### src/rtl/ins_cache_r32i_if.sv
// Fetch-side and refill-side signals of the RV32I instruction cache.
// The slave modport is the cache; the master modport is the PC plus backing memory.
interface ins_cache_r32i_if #(
    parameter int dataW = 32
);
    logic [dataW-1:0] ProgAddr;
    logic             Flush;
    logic [dataW-1:0] Instruction;
    logic             InsCacheStall;
    logic             Misaligned;
    logic             MemReq;
    logic [dataW-1:0] MemAddr;
    logic             MemAck;
    logic [dataW-1:0] MemData;

    modport slave (
        input  ProgAddr, Flush, MemAck, MemData,
        output Instruction, InsCacheStall, Misaligned, MemReq, MemAddr
    );

    modport master (
        output ProgAddr, Flush, MemAck, MemData,
        input  Instruction, InsCacheStall, Misaligned, MemReq, MemAddr
    );
endinterface

### src/rtl/ins_cache_r32i.sv
// Direct-mapped read-only instruction cache with single-word refill beats
// and FENCE.I flush; stalls the PC while a line is fetched.
module ins_cache_r32i #(
    parameter int dataW     = 32,
    parameter int lineCount = 16,
    parameter int lineWords = 4
) (
    input  logic              clock,
    input  logic              nreset,
    ins_cache_r32i_if.slave   bus
);
    localparam int WORD_BITS = $clog2(lineWords);
    localparam int IDX_BITS  = $clog2(lineCount);
    localparam int TAG_BITS  = dataW - 2 - WORD_BITS - IDX_BITS;
    localparam logic [dataW-1:0] NOP = dataW'(32'h0000_0013);

    typedef enum logic {IDLE, REFILL} state_t;

    state_t state, state_next;

    logic [lineCount-1:0] valid;
    logic [TAG_BITS-1:0]  tags [lineCount];
    logic [dataW-1:0]     data [lineCount][lineWords];

    logic [TAG_BITS-1:0]  refill_tag;
    logic [IDX_BITS-1:0]  refill_idx;
    logic [WORD_BITS-1:0] beat;
    logic                 discard;

    logic [TAG_BITS-1:0]  tag;
    logic [IDX_BITS-1:0]  idx;
    logic [WORD_BITS-1:0] word;
    logic                 hit;
    logic                 beat_ack;
    logic                 last_beat;

    assign tag       = bus.ProgAddr[dataW-1 -: TAG_BITS];
    assign idx       = bus.ProgAddr[2+WORD_BITS +: IDX_BITS];
    assign word      = bus.ProgAddr[2 +: WORD_BITS];
    assign hit       = (state == IDLE) && valid[idx] && (tags[idx] == tag) && !bus.Flush;
    assign beat_ack  = (state == REFILL) && bus.MemAck;
    assign last_beat = &beat;

    assign bus.Misaligned = bus.ProgAddr[1];

    always_ff @(posedge clock or negedge nreset) begin
        if (!nreset) begin
            state <= IDLE;
        end else begin
            state <= state_next;
        end
    end

    always_comb begin
        state_next = state;
        case (state)
            IDLE:    if (!bus.Flush && !hit) state_next = REFILL;
            REFILL:  if (beat_ack && last_beat) state_next = IDLE;
            default: state_next = IDLE;
        endcase
    end

    always_comb begin
        bus.Instruction   = NOP;
        bus.InsCacheStall = 1'b1;
        bus.MemReq        = 1'b0;
        bus.MemAddr       = '0;
        if (hit) begin
            bus.Instruction   = data[idx][word];
            bus.InsCacheStall = 1'b0;
        end
        if (state == REFILL) begin
            bus.MemReq  = 1'b1;
            bus.MemAddr = {refill_tag, refill_idx, beat, 2'b00};
        end
    end

    // The victim line is invalidated at refill start so a discarded refill never
    // leaves stale data marked valid under the old tag.
    always_ff @(posedge clock or negedge nreset) begin
        if (!nreset) begin
            valid      <= '0;
            beat       <= '0;
            discard    <= 1'b0;
            refill_tag <= '0;
            refill_idx <= '0;
        end else begin
            case (state)
                IDLE: begin
                    if (bus.Flush) begin
                        valid <= '0;
                    end else if (!hit) begin
                        refill_tag  <= tag;
                        refill_idx  <= idx;
                        beat        <= '0;
                        valid[idx]  <= 1'b0;
                    end
                end
                REFILL: begin
                    if (bus.Flush) begin
                        valid   <= '0;
                        discard <= 1'b1;
                    end
                    if (bus.MemAck) begin
                        beat <= beat + 1'b1;
                        if (last_beat) begin
                            if (!discard && !bus.Flush) valid[refill_idx] <= 1'b1;
                            discard <= 1'b0;
                        end
                    end
                end
                default: ;
            endcase
        end
    end

    // Tag and data arrays carry no reset; valid bits alone gate their use.
    always_ff @(posedge clock) begin
        if (beat_ack) begin
            data[refill_idx][beat] <= bus.MemData;
            if (last_beat) tags[refill_idx] <= refill_tag;
        end
    end
endmodule

### src/flat_wrapper.sv
// flat-port wrapper written by rule: the top's interface ports become plain ports
module ins_cache_r32i_flat 
#(
    parameter int dataW     = 32,
    parameter int lineCount = 16,
    parameter int lineWords = 4
)
  (clock, nreset, bus_ProgAddr, bus_Flush, bus_MemAck, bus_MemData, bus_Instruction, bus_InsCacheStall, bus_Misaligned, bus_MemReq, bus_MemAddr);
  ins_cache_r32i_if #(.dataW(dataW)) bus_i ();
  input  logic clock;
  input  logic nreset;
  input wire logic [$bits(bus_i.ProgAddr)-1:0] bus_ProgAddr;
  input wire logic [$bits(bus_i.Flush)-1:0] bus_Flush;
  input wire logic [$bits(bus_i.MemAck)-1:0] bus_MemAck;
  input wire logic [$bits(bus_i.MemData)-1:0] bus_MemData;
  output wire logic [$bits(bus_i.Instruction)-1:0] bus_Instruction;
  output wire logic [$bits(bus_i.InsCacheStall)-1:0] bus_InsCacheStall;
  output wire logic [$bits(bus_i.Misaligned)-1:0] bus_Misaligned;
  output wire logic [$bits(bus_i.MemReq)-1:0] bus_MemReq;
  output wire logic [$bits(bus_i.MemAddr)-1:0] bus_MemAddr;
  assign bus_i.ProgAddr = bus_ProgAddr;
  assign bus_i.Flush = bus_Flush;
  assign bus_i.MemAck = bus_MemAck;
  assign bus_i.MemData = bus_MemData;
  assign bus_Instruction = bus_i.Instruction;
  assign bus_InsCacheStall = bus_i.InsCacheStall;
  assign bus_Misaligned = bus_i.Misaligned;
  assign bus_MemReq = bus_i.MemReq;
  assign bus_MemAddr = bus_i.MemAddr;
  ins_cache_r32i #(.dataW(dataW), .lineCount(lineCount), .lineWords(lineWords)) u_core (.clock(clock), .nreset(nreset), .bus(bus_i));
endmodule
### config.mk
export PLATFORM = sky130hd
export DESIGN_NAME = ins_cache_r32i_flat
export DESIGN_NICKNAME = d
export VERILOG_FILES = /design/src/rtl/ins_cache_r32i_if.sv /design/src/rtl/ins_cache_r32i.sv /design/src/flat_wrapper.sv
export SDC_FILE = /design/constraint.sdc
export NUM_CORES = 2
export LEC_CHECK = 0
export ABC_AREA = 1
export CORE_MARGIN = 1
export CORE_UTILIZATION = 55
export DETAILED_ROUTE_END_ITERATION = 12
export PLACE_DENSITY_LB_ADDON = 0.08
export SLEW_MARGIN = 20
export SYNTH_ARGS = -nofsm -noshare
export SYNTH_HDL_FRONTEND = slang
export SYNTH_SLANG_ARGS = --single-unit
### constraint.sdc
create_clock -name clock -period 5.45 [get_ports clock]
set_input_delay 1.3625 -clock clock [delete_from_list [all_inputs] [get_ports clock]]
set_output_delay 1.3625 -clock clock [all_outputs]
set_load 0.1 [all_outputs]
==> reports/results.tsv <==
stage	metric	value	unit
critical_path	slowest_stage	o21ai_0	
critical_path	crit_chain	buf_12 -> buf_12 -> nand2_8 -> buf_4 -> buf_12 -> buf_16 -> buf_12 -> o22ai_1 -> o21ai_0 -> a41oi_1 -> a21oi_1 -> o21ai_0 -> nor2_4 -> buf_12	
logic_synthesis	yosysWarningCount	0	
layout	finalInstanceArea	0.110	sq mm
timing	fmax	0.182	GHz
cts	clock_path_buffers	3	
logic_synthesis	ys_seq_elements	2480	
timing	relSlewSlack	23.3	%
critical_path	reg2reg_slack	2.00	ns
critical_path	reg2reg_to	u_core.data[12][95]$_DFFE_PP_	
critical_path	worstSetupPathDepth	14	
logic_synthesis	synth-main-ff-cell	edfxtp_1	
critical_path	critPathRequiredTime	4.09	ns
die	initial_core_util	55.4	%
timing	finalCriticalPeriod	5.49	ns
logic_synthesis	synth_edf_count	2432	
timing	period_share	101	%
logic_synthesis	synth_commonest_cells	edfxtp_1, nand2_1, o22ai_1, o21ai_0, clkbuf_1	
flow_run	cap_violations	0	
cts	cts_tree	built	
power_and_ir_drop	p_per_area	391	mW/mm^2
drt	vias	58200	
drt	drt_iter0_drc	7380	
die	core	0.167	sq mm
hold_path	whs_path_depth	2	
global_route	grt_pass1_vias	55100	
global_route	grt_pass1_wl	383000	microns
critical_path	cp-startpoint	bus_ProgAddr[5]	
logic_synthesis	syn_avg_cell_area	15.1	sq um
timing	finClkSkew	0.0272	ns
die	die-height	412	microns
timing	tightest_slew	1.15	ns
global_route	antenna_found_initial	11	
critical_path	endpoint	bus_Instruction[18]	
global_route	grt_overflow_total	0	
placed_design	place_area	0.101	sq mm
cts	clock_latency	0.87	ns
timing	final_hold_viol_count	0	
layout	area_growth	18.3	%
drt	ant_nets	0	
logic_synthesis	synth_top_area_cell	edfxtp_1	
drt	wl_per_cell	29.8	microns
drt	drc_errors	0	
critical_path	crit_family	compound AO/OA/AOI/OAI gates	
logic_synthesis	synthCells	6132	
critical_path	critPathKind	in2out	
placed_design	hpwl	148000	microns
drt	firstDrtPassIters	6	
logic_synthesis	syn_area	0.0925	sq mm
die	ios	135	
run_status	violations	setup timing	
cts	clk_pin_slew	0.06	ns
cts	clkSinkCount	2480	
power_and_ir_drop	power_leakage	36.4	nW
hold_path	hold_class	reg2reg	
layout	fin_cells	9052	
layout	layout-drive-gt1-share	16.2	%
drt	via_per_inst	6.43	
critical_path	r2r-start	u_core.state$_DFF_PN0_	
die	dieArea	0.170	sq mm
layout	nNetsFinal	6718	
die	num_rows	150	
logic_synthesis	synthTopCellsByArea	edfxtp_1, o22ai_1, nand2_1	
critical_path	path_max_fanout	32	
logic_synthesis	async_flop_share	1.94	%
logic_synthesis	seq_area_frac_synth	80.2	%
critical_path	cpMostUsedCell	buf_12	
timing	setup_tns	-0.0438	ns
placed_design	routabilityCongestion	0.877	
drt	wl	270000	microns
timing	final_max_slew_viol_count	0	
timing	setup_slack	-0.0438	ns
critical_path	cp.buffers_inverters	7	
logic_synthesis	ys_types	39	
timing	rsz0062_at_grt	yes	
cts	cts_htree_levels	4	
placed_design	port_buffers	129	
critical_path	cp.arrival	4.13	ns
layout	post-route-util	65.6	%
power_and_ir_drop	peakVddDrop	380	uV
run_status	status	finished, violations left	
critical_path	crit_path_start_kind	primary input	
cts	cts_made_buffers	235	
global_route	grt_max_degree	68	
placed_design	dp.cells	8583	
die	die_w	412	microns
layout	num-fill-cells	11800	
cts	ctsRootBufferMaster	clkbuf_16	
critical_path	rr_worst_depth	6	
critical_path	cp_slowest_stage_delay	0.70	ns
critical_path	endpoint_kind	output pin	
logic_synthesis	synth.top_cell.area_share	78.9	%
global_route	track_usage	31.3	%
logic_synthesis	yosysMostFrequentCell	edfxtp_1	
timing	setup_viol	1	
[final cells by class]
| cell class | count | area (sq um) | share of cell area, % |
|---|---|---|---|
| clock buffer | 298 | 6230 | 5.69 |
| tap | 2204 | 2760 | 2.52 |
| antenna | 3 | 7.51 | 0.00686 |
| timing repair inverter | 1 | 6.26 | 0.00571 |
| clock inverter | 138 | 1210 | 1.11 |
| inverter | 105 | 447 | 0.408 |
| timing repair buffer | 668 | 7280 | 6.65 |
| sequential | 2480 | 74200 | 67.8 |
| multi-input combinational | 3155 | 17300 | 15.8 |
[layer usage]
metal	vias up	wire, microns	track usage [%]
met2	3090	128000	49.8
met4	4	7670	9.39
met1	29700	109000	44.6
met3	468	25200	5.46
li1	25000	-	-
met5	-	29	0
[worst min-delay path by stage]
stage                                       startpoint                      endpoint  slack, ns
after floorplan           u_core.valid[10]$_DFFE_PN0P_  u_core.valid[10]$_DFFE_PN0P_       0.44
after global placement     u_core.valid[1]$_DFFE_PN0P_   u_core.valid[1]$_DFFE_PN0P_       0.45
after detailed placement   u_core.valid[5]$_DFFE_PN0P_   u_core.valid[5]$_DFFE_PN0P_       0.46
after CTS                  u_core.valid[5]$_DFFE_PN0P_   u_core.valid[5]$_DFFE_PN0P_       0.48
after global routing       u_core.valid[9]$_DFFE_PN0P_   u_core.valid[9]$_DFFE_PN0P_       0.50
final                      u_core.valid[5]$_DFFE_PN0P_   u_core.valid[5]$_DFFE_PN0P_       0.48
[sequential cells by signal, indices dropped and copies added, names as in the netlist]
name and flops:
u_core.beat 2, u_core.refill_idx 4, u_core.data 2048, u_core.refill_tag 24, u_core.tags 384, u_core.discard 1, u_core.state 1, u_core.valid 16
[logic make-up after synthesis]
kind of cell	Yosys count	synth area share, %
flip-flops	2480	80.2
AO/OA/AOI/OAI	1738	11.5
AND/OR/NAND/NOR	1411	6.10
buffers and inverters	498	2.15
adder cells (fa/ha/maj)	4	0.0541
other	1	0.00405
[cell usage in the layout (no fill, tap or decap), types with 38 or more instances in the layout]
cell / instances
clkinv_2: 44
o22ai_1: 851
clkbuf_16: 242
nand2_1: 994
a22oi_1: 123
nor2_4: 94
edfxtp_1: 2432
nand4_1: 68
a21oi_1: 84
o21ai_1: 58
clkinv_1: 60
buf_12: 145
inv_1: 93
nand3_1: 69
dfrtp_1: 48
o21ai_0: 458
o221ai_1: 38
clkbuf_1: 57
clkdlybuf4s50_1: 57
nor2_1: 83
buf_4: 420
[worst register-to-register path: cells and delay by family (launching register included)]
kind	cells	cell delay (ns)
DFF	1	0.33
and+or+nand+nor	3	1.62
buffers and inverters	3	1.10
[repair_timing]
| item | in CTS | in global routing |
|---|---|---|
| gates cloned | 7 | 2 |
| pin swaps | 37 | 44 |
| hold buffers | 0 | 0 |
| resized for setup | 127 | 63 |
| buffers inserted | 16 | 8 |
| setup endpoints to repair | 33 | 33 |
[stage by stage]
stage               hold WS, ns  setup WS [ns]  total power [mW]
CTS                       0.478        -0.0109              42.8
global route              0.498        -0.0858              43.8
global placement          0.453         -0.633              27.0
finish                    0.483        -0.0438              42.8
detailed placement        0.463         -0.636              27.1
floorplan                 0.442         -0.318              24.9
[report_power, final]
group,total [mW],leakage [nW],switching [mW],internal (mW)
logic,4.36,10.2,3.24,1.12
clock network,15.9,3.64,6.90,9.03
registers,22.5,22.5,0.600,21.9
total,42.8,36.4,10.7,32.1
(Power assumes the default switching activity.)
